## config.mk

```make
export PLATFORM = sky130hd
export DESIGN_NAME = dot_prod_acc
export DESIGN_NICKNAME = d
export VERILOG_FILES = /design/src/rtl/dot_prod_pkg.sv /design/src/rtl/tag_delay_line.sv /design/src/rtl/dot_prod_acc.sv
export SDC_FILE = /design/constraint.sdc
export NUM_CORES = 1
export LEC_CHECK = 0
export CAP_MARGIN = 10
export CELL_PAD_IN_SITES_DETAIL_PLACEMENT = 1
export CELL_PAD_IN_SITES_GLOBAL_PLACEMENT = 2
export CORE_MARGIN = 2
export CORE_UTILIZATION = 34
export DETAILED_ROUTE_END_ITERATION = 8
export GPL_ROUTABILITY_DRIVEN = 0
export PLACE_DENSITY_LB_ADDON = 0.05
export SLEW_MARGIN = 20
export SYNTH_ARGS = -nofsm -noshare
export SYNTH_HDL_FRONTEND = slang
export SYNTH_SLANG_ARGS = --single-unit
```

## constraint.sdc

```tcl
create_clock -name clk -period 7 [get_ports clk]
set_input_delay 1.4 -clock clk [delete_from_list [all_inputs] [get_ports clk]]
set_output_delay 1.4 -clock clk [all_outputs]
set_load 0.05 [all_outputs]
```

## src/rtl/dot_prod_pkg.sv

```systemverilog
// Shared types and helpers for the streaming dot-product engine.
package dot_prod_pkg;

  typedef enum logic [1:0] {ACCUM, DRAIN, HOLD} state_e;

  typedef struct packed {
    logic vld;
    logic last;
  } tag_t;

  function automatic int mult_latency(input int width);
    return $clog2(width) + 2;
  endfunction

endpackage

```

## src/rtl/tag_delay_line.sv

```systemverilog
// Async-reset shift register carrying {valid,last} alongside the multiplier pipeline.
module tag_delay_line
  import dot_prod_pkg::*;
#(
  parameter int unsigned DEPTH = 6
) (
  input  logic clk,
  input  logic rst_n,
  input  tag_t i_tag,
  output tag_t o_tag
);

  tag_t r_line [DEPTH];

  always_ff @(posedge clk or negedge rst_n) begin
    if (!rst_n) begin
      for (int unsigned i = 0; i < DEPTH; i++) begin
        r_line[i] <= '0;
      end
    end else begin
      r_line[0] <= i_tag;
      for (int unsigned i = 1; i < DEPTH; i++) begin
        r_line[i] <= r_line[i-1];
      end
    end
  end

  assign o_tag = r_line[DEPTH-1];

endmodule

```

## src/rtl/dot_prod_acc.sv

```systemverilog
// Streaming dot-product accumulator driving an external pipelined multiplier.
// Define DOT_PROD_ACC_SAT_EN for saturating adds with a sticky per-vector overflow flag.
module dot_prod_acc
  import dot_prod_pkg::*;
#(
  parameter int WIDTH     = 16,
  parameter int ACC_WIDTH = 40
) (
  input  logic                 clk,
  input  logic                 rst_n,
  input  logic                 s_valid,
  output logic                 s_ready,
  input  logic [WIDTH-1:0]     s_x,
  input  logic [WIDTH-1:0]     s_y,
  input  logic                 s_last,
  output logic [WIDTH-1:0]     mult_x,
  output logic [WIDTH-1:0]     mult_y,
  input  logic [2*WIDTH-1:0]   mult_p,
  output logic                 m_valid,
  input  logic                 m_ready,
  output logic [ACC_WIDTH-1:0] m_data,
  output logic                 m_ovf
);

  localparam int unsigned MULT_LAT = mult_latency(WIDTH);

  if (ACC_WIDTH < 2 * WIDTH) begin : g_bad_acc_width
    $error("dot_prod_acc: ACC_WIDTH must be at least 2*WIDTH");
  end

  state_e                      r_state;
  state_e                      w_state_nxt;
  logic                        w_accept;
  tag_t                        w_tag_in;
  tag_t                        w_tail;
  tag_t                        r_stage_tag;
  logic signed [ACC_WIDTH-1:0] w_p_ext;
  logic signed [ACC_WIDTH-1:0] r_stage_p;
  logic signed [ACC_WIDTH-1:0] r_acc;
  logic signed [ACC_WIDTH-1:0] w_sum;
  logic signed [ACC_WIDTH-1:0] r_m_data;

  assign s_ready  = (r_state == ACCUM);
  assign m_valid  = (r_state == HOLD);
  assign w_accept = s_valid && s_ready;
  assign mult_x   = w_accept ? s_x : '0;
  assign mult_y   = w_accept ? s_y : '0;
  assign w_tag_in = '{vld: w_accept, last: w_accept && s_last};
  assign w_p_ext  = ACC_WIDTH'($signed(mult_p));
  assign m_data   = r_m_data;

  tag_delay_line #(
    .DEPTH (MULT_LAT)
  ) u_tag_line (
    .clk   (clk),
    .rst_n (rst_n),
    .i_tag (w_tag_in),
    .o_tag (w_tail)
  );

  always_ff @(posedge clk or negedge rst_n) begin
    if (!rst_n) begin
      r_state <= ACCUM;
    end else begin
      r_state <= w_state_nxt;
    end
  end

  always_comb begin
    w_state_nxt = r_state;
    case (r_state)
      ACCUM:   if (w_accept && s_last) w_state_nxt = DRAIN;
      DRAIN:   if (r_stage_tag.vld && r_stage_tag.last) w_state_nxt = HOLD;
      HOLD:    if (m_ready) w_state_nxt = ACCUM;
      default: w_state_nxt = ACCUM;
    endcase
  end

  // Tag and product are registered once more before the add so the adder sees a clean register pair.
  always_ff @(posedge clk or negedge rst_n) begin
    if (!rst_n) begin
      r_stage_tag <= '0;
      r_stage_p   <= '0;
      r_acc       <= '0;
      r_m_data    <= '0;
    end else begin
      r_stage_tag <= w_tail;
      r_stage_p   <= w_p_ext;
      if (r_stage_tag.vld) begin
        if (r_stage_tag.last) begin
          r_m_data <= w_sum;
          r_acc    <= '0;
        end else begin
          r_acc <= w_sum;
        end
      end
    end
  end

`ifdef DOT_PROD_ACC_SAT_EN
  localparam logic signed [ACC_WIDTH-1:0] ACC_MAX = {1'b0, {(ACC_WIDTH-1){1'b1}}};
  localparam logic signed [ACC_WIDTH-1:0] ACC_MIN = {1'b1, {(ACC_WIDTH-1){1'b0}}};

  logic signed [ACC_WIDTH-1:0] w_raw;
  logic                        w_add_ovf;
  logic                        r_ovf;
  logic                        r_m_ovf;

  always_comb begin
    w_raw     = r_acc + r_stage_p;
    w_add_ovf = (r_acc[ACC_WIDTH-1] == r_stage_p[ACC_WIDTH-1]) &&
                (w_raw[ACC_WIDTH-1] != r_acc[ACC_WIDTH-1]);
    w_sum     = w_raw;
    if (w_add_ovf) begin
      w_sum = r_acc[ACC_WIDTH-1] ? ACC_MIN : ACC_MAX;
    end
  end

  always_ff @(posedge clk or negedge rst_n) begin
    if (!rst_n) begin
      r_ovf   <= 1'b0;
      r_m_ovf <= 1'b0;
    end else if (r_stage_tag.vld) begin
      if (r_stage_tag.last) begin
        r_m_ovf <= r_ovf || w_add_ovf;
        r_ovf   <= 1'b0;
      end else begin
        r_ovf <= r_ovf || w_add_ovf;
      end
    end
  end

  assign m_ovf = r_m_ovf;
`else
  assign w_sum = r_acc + r_stage_p;
  assign m_ovf = 1'b0;
`endif

endmodule

```

# Word level (Yosys, flattened, before mapping)
# Cells that the tools add are included.
[word_totals]
regBits = 128
inputBits = 69
out_inout_bits = 75
elab_cells = 37
[classes]
addsub = 1
n_eq_ne = 5
muxes = 7
n_reduce_logical = 6
[op_table]
columns = ["cell", "count"]
rows = [
  ["40-bit by 32-bit adder with 40-bit output", 1],
  ["40-bit 2-to-1 mux", 1],
  ["16-bit 2-to-1 mux", 2],
  ["2-bit 2-to-1 mux", 3],
  ["2-bit one-hot mux with 3 select lines", 1],
  ["2-bit by 1-bit != test with 1-bit output (second input constant)", 2],
  ["1-bit logical AND", 3],
  ["3-bit AND reduction", 1],
  ["2-bit by 1-bit == test with 1-bit output (second input constant)", 1],
  ["2-bit == test (second input constant)", 1],
  ["2-bit zero test", 1],
  ["2-bit != test (second input constant)", 1],
  ["2-bit AND reduction", 1],
]

# Longest topological paths before layout
[logic_depth]
depth_word = 5
depth_mapped = 12
mapped_depth_nobuf = 12

# By module
# From an unflattened synthesis, not the netlist that was laid out.
[unflattened]
cells_unflattened = 659
hier_area_um2 = 6711.4
[by_module_without_submodules]
columns = ["module", "n_inst", "cells_each", "area_per_inst_um2", "seq_area_each_um2"]
rows = [
  ["dot_prod_acc", 1, 645, 6396.1, 2902.8],
  ["tag_delay_line", 1, 14, 315.3, 300.3],
]

# Worst setup path before layout
# No wires, ideal clock.
[synth_path]
path_type = "input-to-output"
startpoint = "input s_valid"
endpoint = "output mult_x[10]"
arrival_ps = 2057
required_ps = 5600
slack_ps = 3543
stages = 2
n_path_buf = 1
path_cell_list = "clkbuf_1 > and3_1"
[synth_between]
elab_chain_len = 2
[synth_lines]
columns = ["element", "line_no", "text"]
rows = [
  ["start, declared", "dot_prod_acc.sv:11", "input logic s_valid,"],
  ["1-bit logical AND", "dot_prod_acc.sv:45", "assign w_accept = s_valid && s_ready;"],
  ["16-bit 2-to-1 mux", "dot_prod_acc.sv:46", "assign mult_x = w_accept ? s_x : '0;"],
  ["end, declared", "dot_prod_acc.sv:16", "output logic [WIDTH-1:0] mult_x,"],
]
# Every way passes these cells.

# Final worst setup path
[layout_path]
startpoint = "input s_valid"
endpoint = "output mult_y[14]"
[layout_between]
elab_chain_len = 2
[layout_lines]
columns = ["element", "line_no", "text"]
rows = [
  ["1-bit logical AND", "dot_prod_acc.sv:45", ""],
  ["16-bit 2-to-1 mux", "dot_prod_acc.sv:47", "assign mult_y = w_accept ? s_y : '0;"],
  ["end, declared", "dot_prod_acc.sv:17", "output logic [WIDTH-1:0] mult_y,"],
]
# Every way passes these cells.

==> results.toml <==
[status]
status = "completed"

[global_route]
track_usage_pct = 18.8
grt_pass1_vias = 5996
antenna_found_initial = 0
grt_pass1_wl_um = 30400
grt_overflow = 0
grt_max_degree = 68

[yosys]
yosysTopAreaCell = "dfrtp_1"
synth.area.top_cells = "dfrtp_1 (48%), ha_1 (7.3%), o2bb2ai_1 (4.7%)"
async_reset_ff_share_pct = 100
syn_avg_cell_area_um2 = 10.2
synth_cell_types = 63
synth_commonest_cells = "dfrtp_1 (128), nand2_1 (72), o21ai_0 (52), a21oi_1 (41), ha_1 (39)"
synth_seq_cells = 128
synth.most_common_cell = "dfrtp_1"
synth.net_count = 766
synth_top_area_share_pct = 47.8
synth_area_mm2 = 0.00670
synthFlopType = "dfrtp_1"
ys_seq_area_share_pct = 47.8
synth_edf_count = 0
yosys_warnings = 0
synthCells = 657

[floorplanning]
start_util_pct = 34.5
core-area_mm2 = 0.0194
fp.dieH_um = 144
top_level_ports = 144
fp.dieArea_mm2 = 0.0208
rows = 51
fp.dieW_um = 144

[finish]
syn2layout_area_growth_pct = 33.4
fin_util_pct = 46.0
drive_above_1_share_pct = 7.48
diodes = 0
nets = 898

[routing]
vias_per_cell = 5.11
dr.pass1.iters = 4
drcViolationCount = 0
wl_um = 18500
dr_total_vias = 5457
drt_iter0_drc = 155
drtAntennaViolNets = 0
wire_per_inst_um = 17.4

[clock_tree]
cts_root_buf = "clkbuf_16"
cts_buffer_depth = 2
h-tree-depth = 4
ctsHoldBuffers = 0
post_cts_buffers = 0
cts_tree = "done"
clk_latency_ns = 0.43
cts.sinks = 128
path_clk_slew_ns = 0.07
cts_resized = 0
cts_inserted_buffers = 17

[setup_path]
worst-path-max-fanout = 34
worstSetupPathType = "primary input to primary output"
cp-end-kind = "primary output"
cp_slowest_cell = "clkdlybuf4s50_1"
max_stage_delay_ns = 0.99
critPathArrivalTime_ns = 3.49
crit_chain = "clkdlybuf4s50_1 -> and3_1 -> clkdlybuf4s50_1"
critPathMostFrequentCell = "clkdlybuf4s50_1"
start_kind = "primary input"
cp.required_ns = 5.60

[place]
io_buffers = 142
hpwl_um = 13500

[pwr]
power.density_mw_per_mm2 = 481
p_leak_nw = 4.01
peakVddDrop_mv = 0.181

[timing]
finalHoldViolations = 0
drv_slew = 0
setup_viol = 0
post-route-min-period_ns = 4.89
setup_tns_ns = 0
final.period_utilization_pct = 69.9
fin_worst_skew_ns = 0.0107
tightest_slew_ns = 0.892
slew_headroom_pct = 40.5
clock.fmax_ghz = 0.204
rsz0062_at_grt = "false"

[flow_run]
maxCapViolations = 0

[hold_path]
hp-class = "register to register"
-- area by class of cell --
| type | count | area (um2) |
|---|---|---|
| repair buffers | 147 | 1460 |
| clock buffers | 18 | 439 |
| well taps | 265 | 332 |
| fillers | 2176 | 10500 |
| multi-input cells | 475 | 3260 |
| clock inverters | 14 | 164 |
| inverters | 20 | 75.1 |
| flip-flops and latches | 128 | 3200 |
-- cells in the final DEF, fill, tap and decap left out, drive strengths merged, types with 6 or more instances in the layout --
master	instances
nand4	14
and3	35
a21oi	46
clkbuf	18
o21bai	11
buf	6
inv	29
xor2	9
dfrtp	128
nand2b	6
a21o	19
nand2	73
clkdlybuf4s50	141
ha	39
xnor2	28
o21ai	61
o2bb2ai	36
nor2	26
-- flip-flops by register name, summed over array words and instances, names as in the netlist --
| register | cells |
|---|---|
| r_stage_p | 32 |
| r_acc | 40 |
| u_tag_line.o_tag | 2 |
| r_stage_tag | 2 |
| u_tag_line.r_line | 10 |
| m_data | 40 |
| r_state | 2 |
-- stage by stage --
step	hold WS, ns	std cells	total power [mW]	area, um2	setup WS, ns
after floorplan	0.331	657	2.73	6700	3.54
after global placement	0.333	1035	3.36	8330	2.23
after detailed placement	0.336	1035	3.40	8330	2.10
after CTS	0.342	1067	4.35	8930	2.10
after global routing	0.350	1067	4.61	8930	1.99
final	0.337	1067	4.30	8930	2.11
-- power by group --
group / internal, mW / switching (mW)
registers: 0.977 / 0.140
clock network: 0.545 / 0.372
logic: 0.836 / 1.43
-- metal layers --
| layer | share of wire, % | vias up | track usage, % |
|---|---|---|---|
| met1 | 44 | 2689 | 23.0 |
| li1 | - | 2648 | - |
| met4 | 1.3 | 0 | 5.21 |
| met3 | 3.3 | 26 | 4.21 |
| met2 | 51 | 94 | 33.2 |
| met5 | 0 | - | 0 |
-- critical path: cells and delay by family --
family / cells / cell delay, ns
simple gates: 1 / 0.28
buf+inv: 2 / 1.81
-- final timing paths --
kind | start | endpoint | slack [ns] | cells after the start
max in group asynchronous | rst_n | r_acc[32] | 4.79 | 2
min in group asynchronous | rst_n | m_data[14] | 0.95 | 1
min reg2reg | u_tag_line.r_line[6] | u_tag_line.r_line[4] | 0.34 | 0
max | s_valid | mult_y[14] | 2.11 | 3
min | u_tag_line.r_line[6] | u_tag_line.r_line[4] | 0.34 | 0
max reg2reg | r_acc[0] | m_data[28] | 3.76 | 12
-- cells by family after synthesis --
kind of cell    share of synthesized area, %
compound gates                          22.1
simple gates                            13.8
flops                                   47.8
buf+inv                                 3.53
fa+ha+maj                               7.59
xor+xnor                                4.84
other cells                           0.0560
mux                                    0.168
No activity file was read; power rests on OpenSTA's default activity.
